--- config.mk ---
export PLATFORM = sky130hd
export DESIGN_NAME = mem_bus_interconnect
export DESIGN_NICKNAME = d
export VERILOG_FILES = /design/src/rtl/mem_bus_interconnect.sv
export SDC_FILE = /design/constraint.sdc
export NUM_CORES = 1
export LEC_CHECK = 0
export ABC_AREA = 1
export CAP_MARGIN = 25
export CORE_AREA = 2 2 147 149
export DETAILED_ROUTE_END_ITERATION = 8
export DIE_AREA = 0 0 149 151
export PLACE_DENSITY = 0.58
export SLEW_MARGIN = 10
export SYNTH_ARGS = -nofsm -noshare
export SYNTH_HDL_FRONTEND = slang
export SYNTH_SLANG_ARGS = --single-unit
--- constraint.sdc ---
create_clock -name clk -period 3.14 [get_ports clk]
set_input_delay 0.471 -clock clk [delete_from_list [all_inputs] [get_ports clk]]
set_output_delay 0.471 -clock clk [all_outputs]
set_load 0.02 [all_outputs]
--- src/rtl/mem_bus_interconnect.sv ---
// mem_bus_interconnect
//   Connects one picorv32-style native memory master to N_SLAVES slaves.
//   Each slave owns an address window described by a base/mask pair. The
//   slave select is registered, and each transaction has a stall timeout.
//   Accesses that are unmapped or that hang get an error response, so the
//   CPU never stalls. The block also keeps error status for firmware.
//
// Ports
//   clk, reset  system clock, synchronous active-high reset
//   m_valid     master request valid
//   m_addr      master byte address
//   m_ready     transaction complete, to the master
//   m_rdata     read data, to the master
//   s_sel       one-hot slave select (registered)
//   s_ready     per-slave ready
//   s_rdata     per-slave read data, slot i at [DATA_W*i +: DATA_W]
//   bus_err     one-cycle pulse on each error response
//   err_addr    address of the most recent error
//   err_count   saturating count of error responses
module mem_bus_interconnect #(
    parameter int                      N_SLAVES   = 8,
    parameter int                      DATA_W     = 32,
    parameter logic [32*N_SLAVES-1:0]  SLAVE_BASE = {N_SLAVES{32'h0}},
    parameter logic [32*N_SLAVES-1:0]  SLAVE_MASK = {N_SLAVES{32'hFFFF_FFFF}},
    parameter int                      TIMEOUT    = 255,
    parameter logic [DATA_W-1:0]       ERR_DATA   = 32'hDEAD_BEEF
) (
    input  logic                       clk,
    input  logic                       reset,
    input  logic                       m_valid,
    input  logic [31:0]                m_addr,
    output logic                       m_ready,
    output logic [DATA_W-1:0]          m_rdata,
    output logic [N_SLAVES-1:0]        s_sel,
    input  logic [N_SLAVES-1:0]        s_ready,
    input  logic [N_SLAVES*DATA_W-1:0] s_rdata,
    output logic                       bus_err,
    output logic [31:0]                err_addr,
    output logic [7:0]                 err_count
);

    localparam int IDX_W = (N_SLAVES > 1) ? $clog2(N_SLAVES) : 1;
    localparam int CNT_W = (TIMEOUT > 0) ? $clog2(TIMEOUT + 1) : 1;

    typedef enum logic [1:0] {IDLE, ACTIVE, ERR, DONE} state_e;

    state_e              state_q, state_d;
    logic [N_SLAVES-1:0] sel_q, sel_d;
    logic [IDX_W-1:0]    idx_q, idx_d;
    logic [CNT_W-1:0]    cnt_q, cnt_d;
    logic [31:0]         err_addr_q, err_addr_d;
    logic [7:0]          err_cnt_q, err_cnt_d;

    logic                hit;
    logic [IDX_W-1:0]    hit_idx;
    logic                sel_ready;
    logic [DATA_W-1:0]   sel_rdata;
    logic                timeout_hit;
    logic [DATA_W-1:0]   rd_arr [N_SLAVES];

    // Address decode. The scan runs from the highest slot down, so the
    // lowest-index hit is written last and wins on overlapping windows.
    always_comb begin
        hit     = 1'b0;
        hit_idx = '0;
        for (int i = N_SLAVES - 1; i >= 0; i--) begin
            if ((m_addr & SLAVE_MASK[32*i +: 32]) == SLAVE_BASE[32*i +: 32]) begin
                hit     = 1'b1;
                hit_idx = IDX_W'(i);
            end
        end
    end

    always_comb begin
        for (int i = 0; i < N_SLAVES; i++) begin
            rd_arr[i] = s_rdata[DATA_W*i +: DATA_W];
        end
    end

    // Only the registered selection is considered. Ready from the other
    // slaves never reaches the master.
    assign sel_ready   = s_ready[idx_q];
    assign sel_rdata   = rd_arr[idx_q];
    assign timeout_hit = (TIMEOUT != 0) && (cnt_q == CNT_W'(TIMEOUT));

    // State and status registers
    always_ff @(posedge clk) begin
        if (reset) begin
            state_q    <= IDLE;
            sel_q      <= '0;
            idx_q      <= '0;
            cnt_q      <= '0;
            err_addr_q <= '0;
            err_cnt_q  <= '0;
        end else begin
            state_q    <= state_d;
            sel_q      <= sel_d;
            idx_q      <= idx_d;
            cnt_q      <= cnt_d;
            err_addr_q <= err_addr_d;
            err_cnt_q  <= err_cnt_d;
        end
    end

    // Next-state logic
    always_comb begin
        state_d    = state_q;
        sel_d      = sel_q;
        idx_d      = idx_q;
        cnt_d      = cnt_q;
        err_addr_d = err_addr_q;
        err_cnt_d  = err_cnt_q;
        case (state_q)
            IDLE: begin
                cnt_d = '0;
                if (m_valid) begin
                    if (hit) begin
                        state_d        = ACTIVE;
                        idx_d          = hit_idx;
                        sel_d          = '0;
                        sel_d[hit_idx] = 1'b1;
                    end else begin
                        state_d = ERR;
                    end
                end
            end
            ACTIVE: begin
                cnt_d = cnt_q + 1'b1;
                // If ready and the timeout occur together, ready wins.
                if (sel_ready) begin
                    state_d = DONE;
                    sel_d   = '0;
                end else if (!m_valid) begin
                    state_d = IDLE;
                    sel_d   = '0;
                end else if (timeout_hit) begin
                    state_d = ERR;
                    sel_d   = '0;
                end
            end
            ERR: begin
                state_d    = DONE;
                err_addr_d = m_addr;
                if (err_cnt_q != 8'hFF) begin
                    err_cnt_d = err_cnt_q + 8'd1;
                end
            end
            DONE: begin
                // Absorbs the cycle in which the master still drives m_valid.
                state_d = IDLE;
            end
            default: state_d = IDLE;
        endcase
    end

    // Output logic
    always_comb begin
        m_ready = 1'b0;
        m_rdata = '0;
        bus_err = 1'b0;
        case (state_q)
            ACTIVE: begin
                m_ready = sel_ready;
                m_rdata = sel_rdata;
            end
            ERR: begin
                m_ready = 1'b1;
                m_rdata = ERR_DATA;
                bus_err = 1'b1;
            end
            default: ;
        endcase
    end

    assign s_sel     = sel_q;
    assign err_addr  = err_addr_q;
    assign err_count = err_cnt_q;

endmodule

Word-level counts from Yosys, hierarchy flattened
Cells that the tools add are included.
Word-level totals
  flip-flop bits (word level): 58
  input bits: 299
  output and inout port bits: 82
  logic and storage cells: 38
Operators by class
  $add $sub $neg: 2
  equal/unequal tests: 8
  multiplexer cells: 17
  reductions and logical operators: 6
Operators with widths (count)
  32-bit one-hot mux with 2 select lines: 1
  8-bit 2-to-1 mux: 5
  32-bit logical NOT: 1
  8-bit one-hot mux with 2 select lines: 2
  8-bit by 1-bit adder with 8-bit output (second input constant): 2
  2-bit 2-to-1 mux: 5
  8-bit equality test (second input constant): 1
  8-bit inequality test (second input constant): 1
  2-bit one-hot mux with 4 select lines: 1
  2-bit equality test (second input constant): 2
  2-bit inequality test (second input constant): 2
  4-bit inequality test (second input constant): 1
  2-bit AND reduction: 2
  4-bit AND reduction: 1
  2-bit by 1-bit equality test with 1-bit output (second input constant): 1
  2-bit logical NOT: 1
  1-bit 2-to-1 mux: 2
  1-bit one-hot mux with 2 select lines: 1
  2-bit nonzero test: 1

Logic depth before layout (Yosys ltp)
  depth after elaboration: 5
  depth in mapped cells: 10
  gate-level depth less buffers: 10

Least setup slack after synthesis
No wires, ideal clock.
  path type: register to output
  from: register state_q[0]
  to: output m_rdata[0]
  data arrival time: 1.666 ns
  required time: 2.669 ns
  slack: 1.003 ns
  cell stages (with the launch flop): 8
  path buffers: 3
  cells stage by stage: dfxtp_1 > inv_1 > ha_1 > buf_2 > inv_1 > buf_2 > buf_2 > a21oi_1
Between the ends
  cells in the longest elaborated chain, start to end: 2
  elaborated cells between the ends (all ways): 3
  those cells by class: 2 x eq/ne; 1 x mux
Ends and longest elaborated chain
  start: declaration: line 47  | state_e state_q, state_d;
  start signal: assignment: line 96  | state_q <= state_d;
  2-bit equality test / 2-bit by 1-bit equality test with 1-bit output (equally long branches): line 161  | case (state_q)
  32-bit one-hot mux with 2 select lines (*): line 161
  end: declaration: line 33  | output logic [DATA_W-1:0] m_rdata,
Mark *: on every way between the ends. The rest lies on a longest branch, timed or not.

Worst setup path after layout
  from: register state_q[1]
  to: output m_rdata[23]
The elaborated chain is that of the path after synthesis.

==> impl_metrics.env <==
export IMPL_seqCellArea_sq_um=1021
export IMPL_multi_input_area_sq_um=1371
export IMPL_syn_inst=394
export IMPL_ant_nets=0
export IMPL_drcViolationCount=0
export IMPL_io_pins=381
export IMPL_layout_commonest_cell="clkdlybuf4s50_1"
export IMPL_h_tree_depth=2
export IMPL_hold_viol=0
export IMPL_finalNonFillerCells=804
export IMPL_slew_headroom=0.6034
export IMPL_cts_resized=0
export IMPL_syn_mean_instance_area_sq_um=6.640
export IMPL_total_power_mw=3.904
export IMPL_viasPerCell=3.588
export IMPL_num_fill_cells=2346
export IMPL_cts_root_buf="clkbuf_16"
export IMPL_period_share=0.8565
export IMPL_row_count=53
export IMPL_irDropWorstVdd_uv=323.7
export IMPL_max_cap_violations=0
export IMPL_area_growth_pct=70.30
export IMPL_leakagePower_nw=1.705
export IMPL_antenna_found_initial=3
export IMPL_r2r_slack_ps=1310
export IMPL_rr_startpoint="state_q[0]$_SDFFE_PP0P_"
export IMPL_grt_overflow=0
export IMPL_finClkSkew_ps=4.860
export IMPL_grt_usage=0.08165
export IMPL_worstHoldPathCells=2
export IMPL_routedWlPerCell_um=11.73
export IMPL_hold_path_end="state_q[0]$_SDFFE_PP0P_"
export IMPL_fin_nets=832
export IMPL_r2r_end="err_addr[26]$_SDFFE_PP0P_"
export IMPL_syn_area_sq_um=2616
export IMPL_synth_seq_cells=51
export IMPL_crit_path_max_fanout=42
export IMPL_finalSetupTns_ps=0
export IMPL_cts_hold_buf=0
export IMPL_clk_pin_slew_ps=70
export IMPL_fmax_mhz=371.8
export IMPL_hold_class="register to register"
export IMPL_cts_buffers=5
export IMPL_seq_area_frac_synth=0.3902
export IMPL_grt_pass1_wl_um=14150
export IMPL_gp_congestion=0.7243
export IMPL_cts_setup_buffers=0
export IMPL_rsz0062_at_grt="no"
export IMPL_insertion_delay_ps=290
export IMPL_pwr_density_cell_nw_per_um2=876.1
export IMPL_port_buffers=142
export IMPL_whs_ps=491.2
export IMPL_firstDrtPassIters=4
export IMPL_cts_tree="built"
export IMPL_cts_path_max_buffers=2
export IMPL_final_setup_viol_count=0
export IMPL_cp_required_ps=2670
export IMPL_yosysWarnings=0
export IMPL_fin_crit_ps=2689
export IMPL_hpwl_um=7111
export IMPL_arrival_ps=2220
export IMPL_grt_pass1_vias=2742
export IMPL_fin_util=0.2140
export IMPL_start_util=0.1256
export IMPL_via_count=2885
export IMPL_cts_sinks=51
export IMPL_slew_violations=0
export IMPL_dieArea_sq_um=22500
export IMPL_reg2reg_depth=6
export IMPL_drt_iter0_markers=87
export IMPL_max_slew_worst_pin_slew_ps=594.1
export IMPL_crit_path_end_kind="primary output"
export IMPL_synth_cell_type_count=30
export IMPL_core_area_sq_um=20820
export IMPL_dp_cells=795
export IMPL_routed_wl_um=9427
export IMPL_layout_common_cells="clkdlybuf4s50_1, nor2_1, nand2_1, dfxtp_1, o21ai_0"
export IMPL_min_from="state_q[0]$_SDFFE_PP0P_"
export IMPL_drive_gt1_frac=0.06452
export IMPL_grt_max_degree=43
export IMPL_die_w_um=149
export IMPL_critPathLaunchType="register"
export IMPL_die_h_um=151
export IMPL_worst_setup_path_type="register to primary output"
export IMPL_outcome="finished, final reports clean"
cells by family after synthesis:
logic type | after synthesis | share of synthesized area
flops | 51 | 0.3902
simple gates | 195 | 0.3066
compound gates | 82 | 0.1655
buf+inv | 55 | 0.09421
other cells | 1 | 0.001433
fa+ha+maj | 6 | 0.02869
xor+xnor | 4 | 0.01339
how the worst max path moves through the flow:
stage	startpoint	to	slack, ps
finish	state_q[1]$_SDFFE_PP0P_	m_rdata[23]	450
global route	state_q[1]$_SDFFE_PP0P_	m_ready	290
CTS	state_q[1]$_SDFFE_PP0P_	m_ready	390
detailed placement	state_q[1]$_SDFFE_PP0P_	m_ready	710
global placement	state_q[1]$_SDFFE_PP0P_	m_ready	730
floorplan	state_q[0]$_SDFFE_PP0P_	m_rdata[0]	1000
per-layer routing:
metal	GRT usage	share of wire	vias to the layer above
met5	0	0.0014	-
met4	0.01857	0.010	2
met3	0.03946	0.13	10
met2	0.1382	0.42	134
met1	0.09314	0.43	1230
li1	-	-	1509
cells in the mapped netlist:
library cell   n  share of area
nand3_2        1         0.0038
nor2_2         5          0.012
nand3_1       10          0.019
clkbuf_1      12          0.017
conb_1         1         0.0014
nor3_1         1         0.0019
xnor2_1        2         0.0067
ha_1           6          0.029
a211oi_2       1         0.0048
buf_4          7          0.020
a31o_2         1         0.0033
nand4_2        1         0.0048
a211oi_1       2         0.0057
nand2_1       71           0.10
nor2_1        98           0.14
nand2_4        1         0.0043
inv_1         23          0.033
o21ai_0       39          0.075
a22oi_1        1         0.0029
buf_2          8          0.015
and3_1         1         0.0024
inv_2          3         0.0043
clkbuf_2       1         0.0019
a21oi_1       37          0.071
a311oi_1       1         0.0033
dfxtp_1       51           0.39
nor3_2         1         0.0038
xor2_1         2         0.0067
nand2_2        5          0.012
inv_4          1         0.0024
final cells by class:
class,instances,area share
Clock inverter,1,0.001123
Sequential cell,51,0.2291
Timing Repair Buffer,148,0.3291
Clock buffer,6,0.03117
Antenna cell,2,0.001123
Tap cell,275,0.07723
Inverter,27,0.02331
Multi-Input combinational cell,294,0.3078
worst max-delay path, cell delays in order (launching register included):
cell and delay (ps):
dfxtp_1 340, inv_1 100, ha_1 150, buf_4 370, nand2_1 90, a21oi_1 210, clkdlybuf4s50_1 640
power breakdown:
part / total, mW / switching, mW / internal [mW] / leakage, nW
registers: 0.978 / 0.117 / 0.861 / 0.418
logic: 2.37 / 1.41 / 0.960 / 1.21
clock network: 0.557 / 0.245 / 0.312 / 0.0727
state kept, by name, summed over array words and instances (netlist names):
register and count:
cnt_q 8, err_addr 32, err_count 8, s_sel 1, state_q 2
stage by stage:
step / area [sq um] / worst slack (ps)
3_5_place_dp: 4307 / 714.0
3_3_place_gp: 4307 / 727.7
2_1_floorplan: 2639 / 1003
5_1_grt: 4451 / 289.8
6_report: 4456 / 450.6
4_1_cts: 4451 / 388.4
Power figures use the tool's default switching activity.
